### src/rtl/twos_comp_rr_scheduler.sv
// Round-robin arbiter sharing one two's-complement negation unit among NUM_REQ
// requesters, with a one-entry tagged output register under valid/ready backpressure.
module twos_comp_rr_scheduler #(
    parameter int unsigned NUM_REQ = 4,
    parameter int unsigned WIDTH   = 3,
    localparam int unsigned ID_W   = $clog2(NUM_REQ)
) (
    input  logic                       clk,
    input  logic                       rst,
    input  logic [NUM_REQ-1:0]         req_valid,
    input  logic [NUM_REQ*WIDTH-1:0]   req_data,
    output logic [NUM_REQ-1:0]         req_ready,
    output logic                       out_valid,
    input  logic                       out_ready,
    output logic [WIDTH-1:0]           out_data,
    output logic [ID_W-1:0]            out_id,
    output logic                       out_ovf
);

    localparam logic [WIDTH-1:0] MOST_NEG = {1'b1, {(WIDTH-1){1'b0}}};

    typedef enum logic {EMPTY, FULL} state_t;

    state_t           state;
    logic [ID_W-1:0]  ptr;
    logic [ID_W-1:0]  grant_idx;
    logic             found;
    logic             acc_en;
    logic             xfer;
    logic [WIDTH-1:0] op;

    // Modular add that stays correct when NUM_REQ is not a power of two.
    function automatic logic [ID_W-1:0] wrap_add(input logic [ID_W-1:0] base,
                                                 input int unsigned     off);
        int unsigned s;
        s = 32'(base) + off;
        if (s >= NUM_REQ) s = s - NUM_REQ;
        return ID_W'(s);
    endfunction

    // First valid requester at or after the pointer wins.
    always_comb begin
        found     = 1'b0;
        grant_idx = '0;
        for (int unsigned k = 0; k < NUM_REQ; k++) begin
            if (!found && req_valid[wrap_add(ptr, k)]) begin
                found     = 1'b1;
                grant_idx = wrap_add(ptr, k);
            end
        end
    end

    assign out_valid = (state == FULL);
    assign acc_en    = !rst && (!out_valid || out_ready);
    assign xfer      = acc_en && found;
    assign req_ready = xfer ? (NUM_REQ'(1) << grant_idx) : '0;
    assign op        = req_data[grant_idx*WIDTH +: WIDTH];

    // Output register and priority pointer; pointer moves only on a transfer.
    always_ff @(posedge clk) begin
        if (rst) begin
            state    <= EMPTY;
            out_data <= '0;
            out_id   <= '0;
            out_ovf  <= 1'b0;
            ptr      <= '0;
        end else if (xfer) begin
            state    <= FULL;
            out_data <= WIDTH'(~op + WIDTH'(1));
            out_id   <= grant_idx;
            out_ovf  <= (op == MOST_NEG);
            ptr      <= wrap_add(grant_idx, 1);
        end else if (out_ready) begin
            state    <= EMPTY;
        end
    end

endmodule

### config.mk
export PLATFORM = sky130hd
export DESIGN_NAME = twos_comp_rr_scheduler
export DESIGN_NICKNAME = d
export VERILOG_FILES = /design/src/rtl/twos_comp_rr_scheduler.sv
export SDC_FILE = /design/constraint.sdc
export NUM_CORES = 1
export LEC_CHECK = 0
export BUFFER_PORTS_ARGS = -buffer_cell sky130_fd_sc_hd__buf_4
export CAP_MARGIN = 20
export CORE_UTILIZATION = 40
export DETAILED_ROUTE_END_ITERATION = 8
export GPL_ROUTABILITY_DRIVEN = 0
export PLACE_DENSITY = 0.76
export SYNTH_ARGS = -nofsm -noshare
export SYNTH_HDL_FRONTEND = slang
export SYNTH_SLANG_ARGS = --single-unit
### constraint.sdc
create_clock -name clk -period 2.02 [get_ports clk]
set_input_delay 0 -clock clk [delete_from_list [all_inputs] [get_ports clk]]
set_output_delay 0 -clock clk [all_outputs]
set_load 0.02 [all_outputs]
======== After elaboration in Yosys (flattened, before gate mapping) ========
Index checks and enable logic that the tools add are counted.
operators by class
  add/sub/neg operators ................... 10
  $mul .................................... 1
  order comparisons ....................... 9
  equal/unequal tests ..................... 1
  shift operators ......................... 2
  muxes and demuxes ....................... 24
  bitwise operators ....................... 1
  reduce and logical (&&, ||, !) cells .... 12
operator list
  cell                                                  number
  2-to-1 mux 2 bit                                      9
  >= comparator 3 bit (second input constant)           4
  < comparator 2 x 3 -> 1 bit (second input constant)   4
  indexed part select 12 x 5 -> 3 bit                   1
  2-to-1 mux 1 bit                                      10
  subtractor 2 x 1 -> 2 bit (second input constant)     5
  binary-select mux 1 bit (select 2 bit)                4
  adder 2 x 1 -> 3 bit (second input constant)          2
  adder 2 x 2 -> 3 bit (second input constant)          2
  logical AND 1 bit                                     5
  logical NOT 1 bit                                     5
  multiplier 2 x 2 -> 4 bit (second input constant)     1
  2-to-1 mux 4 bit                                      1
  << shifter 1 x 2 -> 4 bit (first input constant)      1
  adder 3 x 1 -> 3 bit (second input constant)          1
  == test 3 bit (second input constant)                 1
  >= comparator 2 x 3 -> 1 bit (second input constant)  1
  inverter 3 bit                                        1
  nonzero test 2 bit                                    1
  logical OR 1 bit                                      1
storage, ports and cells
  register bits ........................... 9
  input bits .............................. 19
  output and inout port bits .............. 11
  logic and storage cells ................. 65

======== Depth between registers and ports, before layout ========
  depth after elaboration ................. 18
  mapped depth ............................ 10
  gate-level depth less buffers ........... 9

======== Worst setup path before layout ========
OpenSTA, ideal clock, no wires.
  path kind ............................... reg-to-reg
  start ................................... register ptr[1]
  end ..................................... register out_data[2]
  library setup time ...................... 0.086 ns
  arrival time ............................ 2.035 ns
  data required time ...................... 1.934 ns
  setup slack ............................. -0.101 ns
  cell stages (with the launch flop) ...... 10
  path buffers ............................ 1
  period minus slack after synthesis ...... 2.121 ns
  cells stage by stage .................... dfxtp_1 o21bai_1 a221o_1 and2_4 buf_6 mux2i_1 mux2_1 ha_1 ha_1 a211oi_1
between the ends
  longest elaborated chain between the ends .. 18
  elaborated cells between the ends (all ways) .. 42
  those cells by class .................... add/sub (8); mul (1); order compare (4); shift (1); mux (20); bitwise (1); reduce/logical (7)
RTL lines
  what                                                                           RTL line  RTL
  start, declared                                                                25        logic [ID_W-1:0] ptr;
  start signal, assigned                                                         72        ptr <= wrap_add(grant_idx, 1);
  parallel branches: the longest is 18 deep, another holds adder 2 x 1 -> 3 bit  -
  end signal, assigned                                                           69        out_data <= WIDTH'(~op + WIDTH'(1));
  end, declared                                                                  15        output logic [WIDTH-1:0] out_data,
Parallel ways; which one is timed is not known. The select of a mux whose other input is x is not followed.
A chain may end at the register's enable or synchronous reset.

======== Final worst setup path ========
Ends and elaborated chain as after synthesis.

==> impl_metrics.toml <==
[cts]
cts_tree = "yes"
cts_made_buffers = 3
clock-sinks = 9
clk_path_buf_depth = 2
clock_latency_ps = 260
ctsHtreeMaxLevel = 1
cts_root_buffer = "clkbuf_4"
clkTransAtPathRegs_ps = 60

[drt]
wl_per_cell_um = 11.6
via_per_inst = 5.10
remaining_drc_errors = 0
firstDrtPassIters = 4
first_iter_violations = 7
wirelength_um = 1450
ant_nets = 0
via_count = 638

[floorplan]
fp.dieArea_sq_um = 1780
fp.dieH_um = 42.2
initial_core_util = 0.429
num_rows = 14
boundaryPins = 30
die_x_um = 42.2
fp.coreArea_sq_um = 1510

[sta]
rsz0062_at_grt = "yes"
period_needed_ps = 1990
tightest_slew_ps = 637
finalSetupViolations = 0
relSlewSlack = 0.572
drv_slew = 0
hold_viol_final = 0
clock.fmax_ghz = 0.502
period_share = 0.986
fin_skew_ps = 8.12
fin_hold_ws_ps = 73.0

[synth]
synth_cell_types = 30
ys_warn_count = 0
synth.avg_cell_area_sq_um = 8.61
synth.top_cells.by_area = "dfxtp_1 28%, ha_1 12%, mux2i_1 9.3%"
syn_area_sq_um = 646
synth_compound_area_frac = 0.171
synth_mux_area_frac = 0.128
synth-seq-cells = 9
async_flop_share = 0
synthFlopType = "dfxtp_1"
yosysTopAreaCell = "dfxtp_1"
syn_inst = 75
synth_nets = 100
synth_common_cells = "9 x dfxtp_1, 6 x ha_1, 6 x mux2i_1"
synth_fa_ha_area_frac = 0.116
synth_xor_area_frac = 0
synth_top_family_by_area = "simple AND/OR/NAND/NOR gates"
yosys.cell_count.top_type = "dfxtp_1"
synth_edf_count = 0
synth_top_cell_area_share = 0.279
synth_seq_area_share = 0.279
synth_simple_gate_area_frac = 0.240

[power_and_ir_drop]
power_mw = 0.743
vdd_drop_max_mv = 0.494
p_leak_nw = 0.478
powerDensity_nw_per_um2 = 758

[global_route]
grt_pass1_wl_um = 2430
overflow = 0
grt_max_degree = 12
first_global_vias = 616
antenna_found_initial = 0
track_usage = 0.177

[final_layout]
syn_to_final_growth_pct = 51.7
fin_nets = 135
fill_cells = 136
n_antenna_cell = 0
drive_gt1_frac = 0.440

[place]
numPortBuffers = 29
dp_hpwl_um = 1130

[setup_path]
critPathKind = "reg2reg"
max_stage_delay_ps = 330
crit_arrival_ps = 2180
path_cells = "o21bai_4, a221o_1, and2_4, mux2i_2, mux2_4, ha_4, ha_4, a211oi_2"
crit_slowest_cell = "dfxtp_2"
cp_max_fo = 5
crit_path_end_kind = "register"
required_ps = 2210
crit_path_frequent_cell = "ha_4"
startpoint_type = "register"

[flow_run]
drv_cap = 0

[min_path]
min_path_type = "in2reg"

[outcome]
status = "complete, no violations"
[worst paths after layout]
path | from | endpoint | slack [ps] | depth (start not counted)
max | ptr[1] | out_data[2] | 30 | 8
min | out_ready | out_valid | 70 | 4
max reg2reg | ptr[1] | out_data[2] | 30 | 8
min reg2reg | out_data[1] | out_data[1] | 480 | 2
[cell usage in the layout (no fill, tap or decap), drive strengths merged, types with 2 or more instances in the layout]
| cell type | synthesis | layout |
|---|---|---|
| ha | 6 | 6 |
| dfxtp | 9 | 9 |
| a211oi | 2 | 2 |
| buf | 2 | 33 |
| nand2b | 2 | 2 |
| a21oi | 3 | 3 |
| nand3b | 5 | 5 |
| mux2 | 2 | 2 |
| o21ai | 5 | 5 |
| and2 | 5 | 5 |
| mux2i | 6 | 6 |
| inv | 5 | 5 |
| nor2 | 4 | 4 |
| clkbuf | 2 | 4 |
| nor2b | 2 | 2 |
| nand2 | 5 | 5 |
| a221o | 2 | 2 |
[cell families (layout without fill, tap and decap cells)]
group,Yosys count,in the layout
compound gates,16,16
fa+ha+maj,6,6
buf+inv,9,43
flops,9,9
mux,8,8
simple gates,27,27
[power breakdown]
part	total (mW)	switching, mW	internal [mW]
sequential	0.228	0.0184	0.210
combinational	0.377	0.179	0.197
clock	0.138	0.0619	0.0760
[registers in the layout, indices dropped and copies added (netlist names)]
signal,cells
out_data,3
out_id,2
ptr,2
out_ovf,1
out_valid,1
[metrics by stage]
step | cell area (sq um) | instances | util | setup TNS [ps] | setup slack, ps
finish | 980 | 125 | 0.650 | 0 | 28.4
global placement | 913 | 118 | 0.606 | 0 | 39.9
detailed placement | 921 | 119 | 0.611 | 0 | 9.15
global route | 980 | 125 | 0.650 | -68.4 | -68.4
floorplan | 684 | 75 | - | -9.13 | -9.13
CTS | 957 | 124 | 0.635 | 0 | 20.0
[cell type report]
| cell class | instances | area [sq um] | area share |
|---|---|---|---|
| clock buffer | 4 | 26.3 | 0.0268 |
| sequential | 9 | 181 | 0.185 |
| timing repair buffer | 34 | 258 | 0.263 |
| inverter | 5 | 18.8 | 0.0192 |
| multi-input combinational | 57 | 475 | 0.485 |
| tap | 16 | 20.0 | 0.0204 |
[what timing repair did]
item,in CTS,in global routing
hold buffers,1,0
endpoints found under the hold margin,3,0
endpoints found under the setup margin,1,1
buffers inserted,0,1
gates resized for setup,0,3
pin swaps,1,2
[worst max-delay path: cells and delay by family, from the launching register on]
| family | cells | cell delay (ps) |
|---|---|---|
| AO/OA/AOI/OAI | 3 | 610 |
| multiplexers | 2 | 420 |
| adder cells (fa/ha/maj) | 2 | 360 |
| flip-flops | 1 | 330 |
| AND/OR/NAND/NOR | 1 | 200 |
[per-layer routing]
metal | global-route usage | part of all wire | vias up
met3 | 0.0388 | 0.055 | 2
met5 | 0 | 0 | -
met1 | 0.196 | 0.46 | 281
met4 | 0.0750 | 0.0083 | 0
li1 | - | - | 334
met2 | 0.320 | 0.47 | 21
No activity file was read; power rests on OpenSTA's default activity.
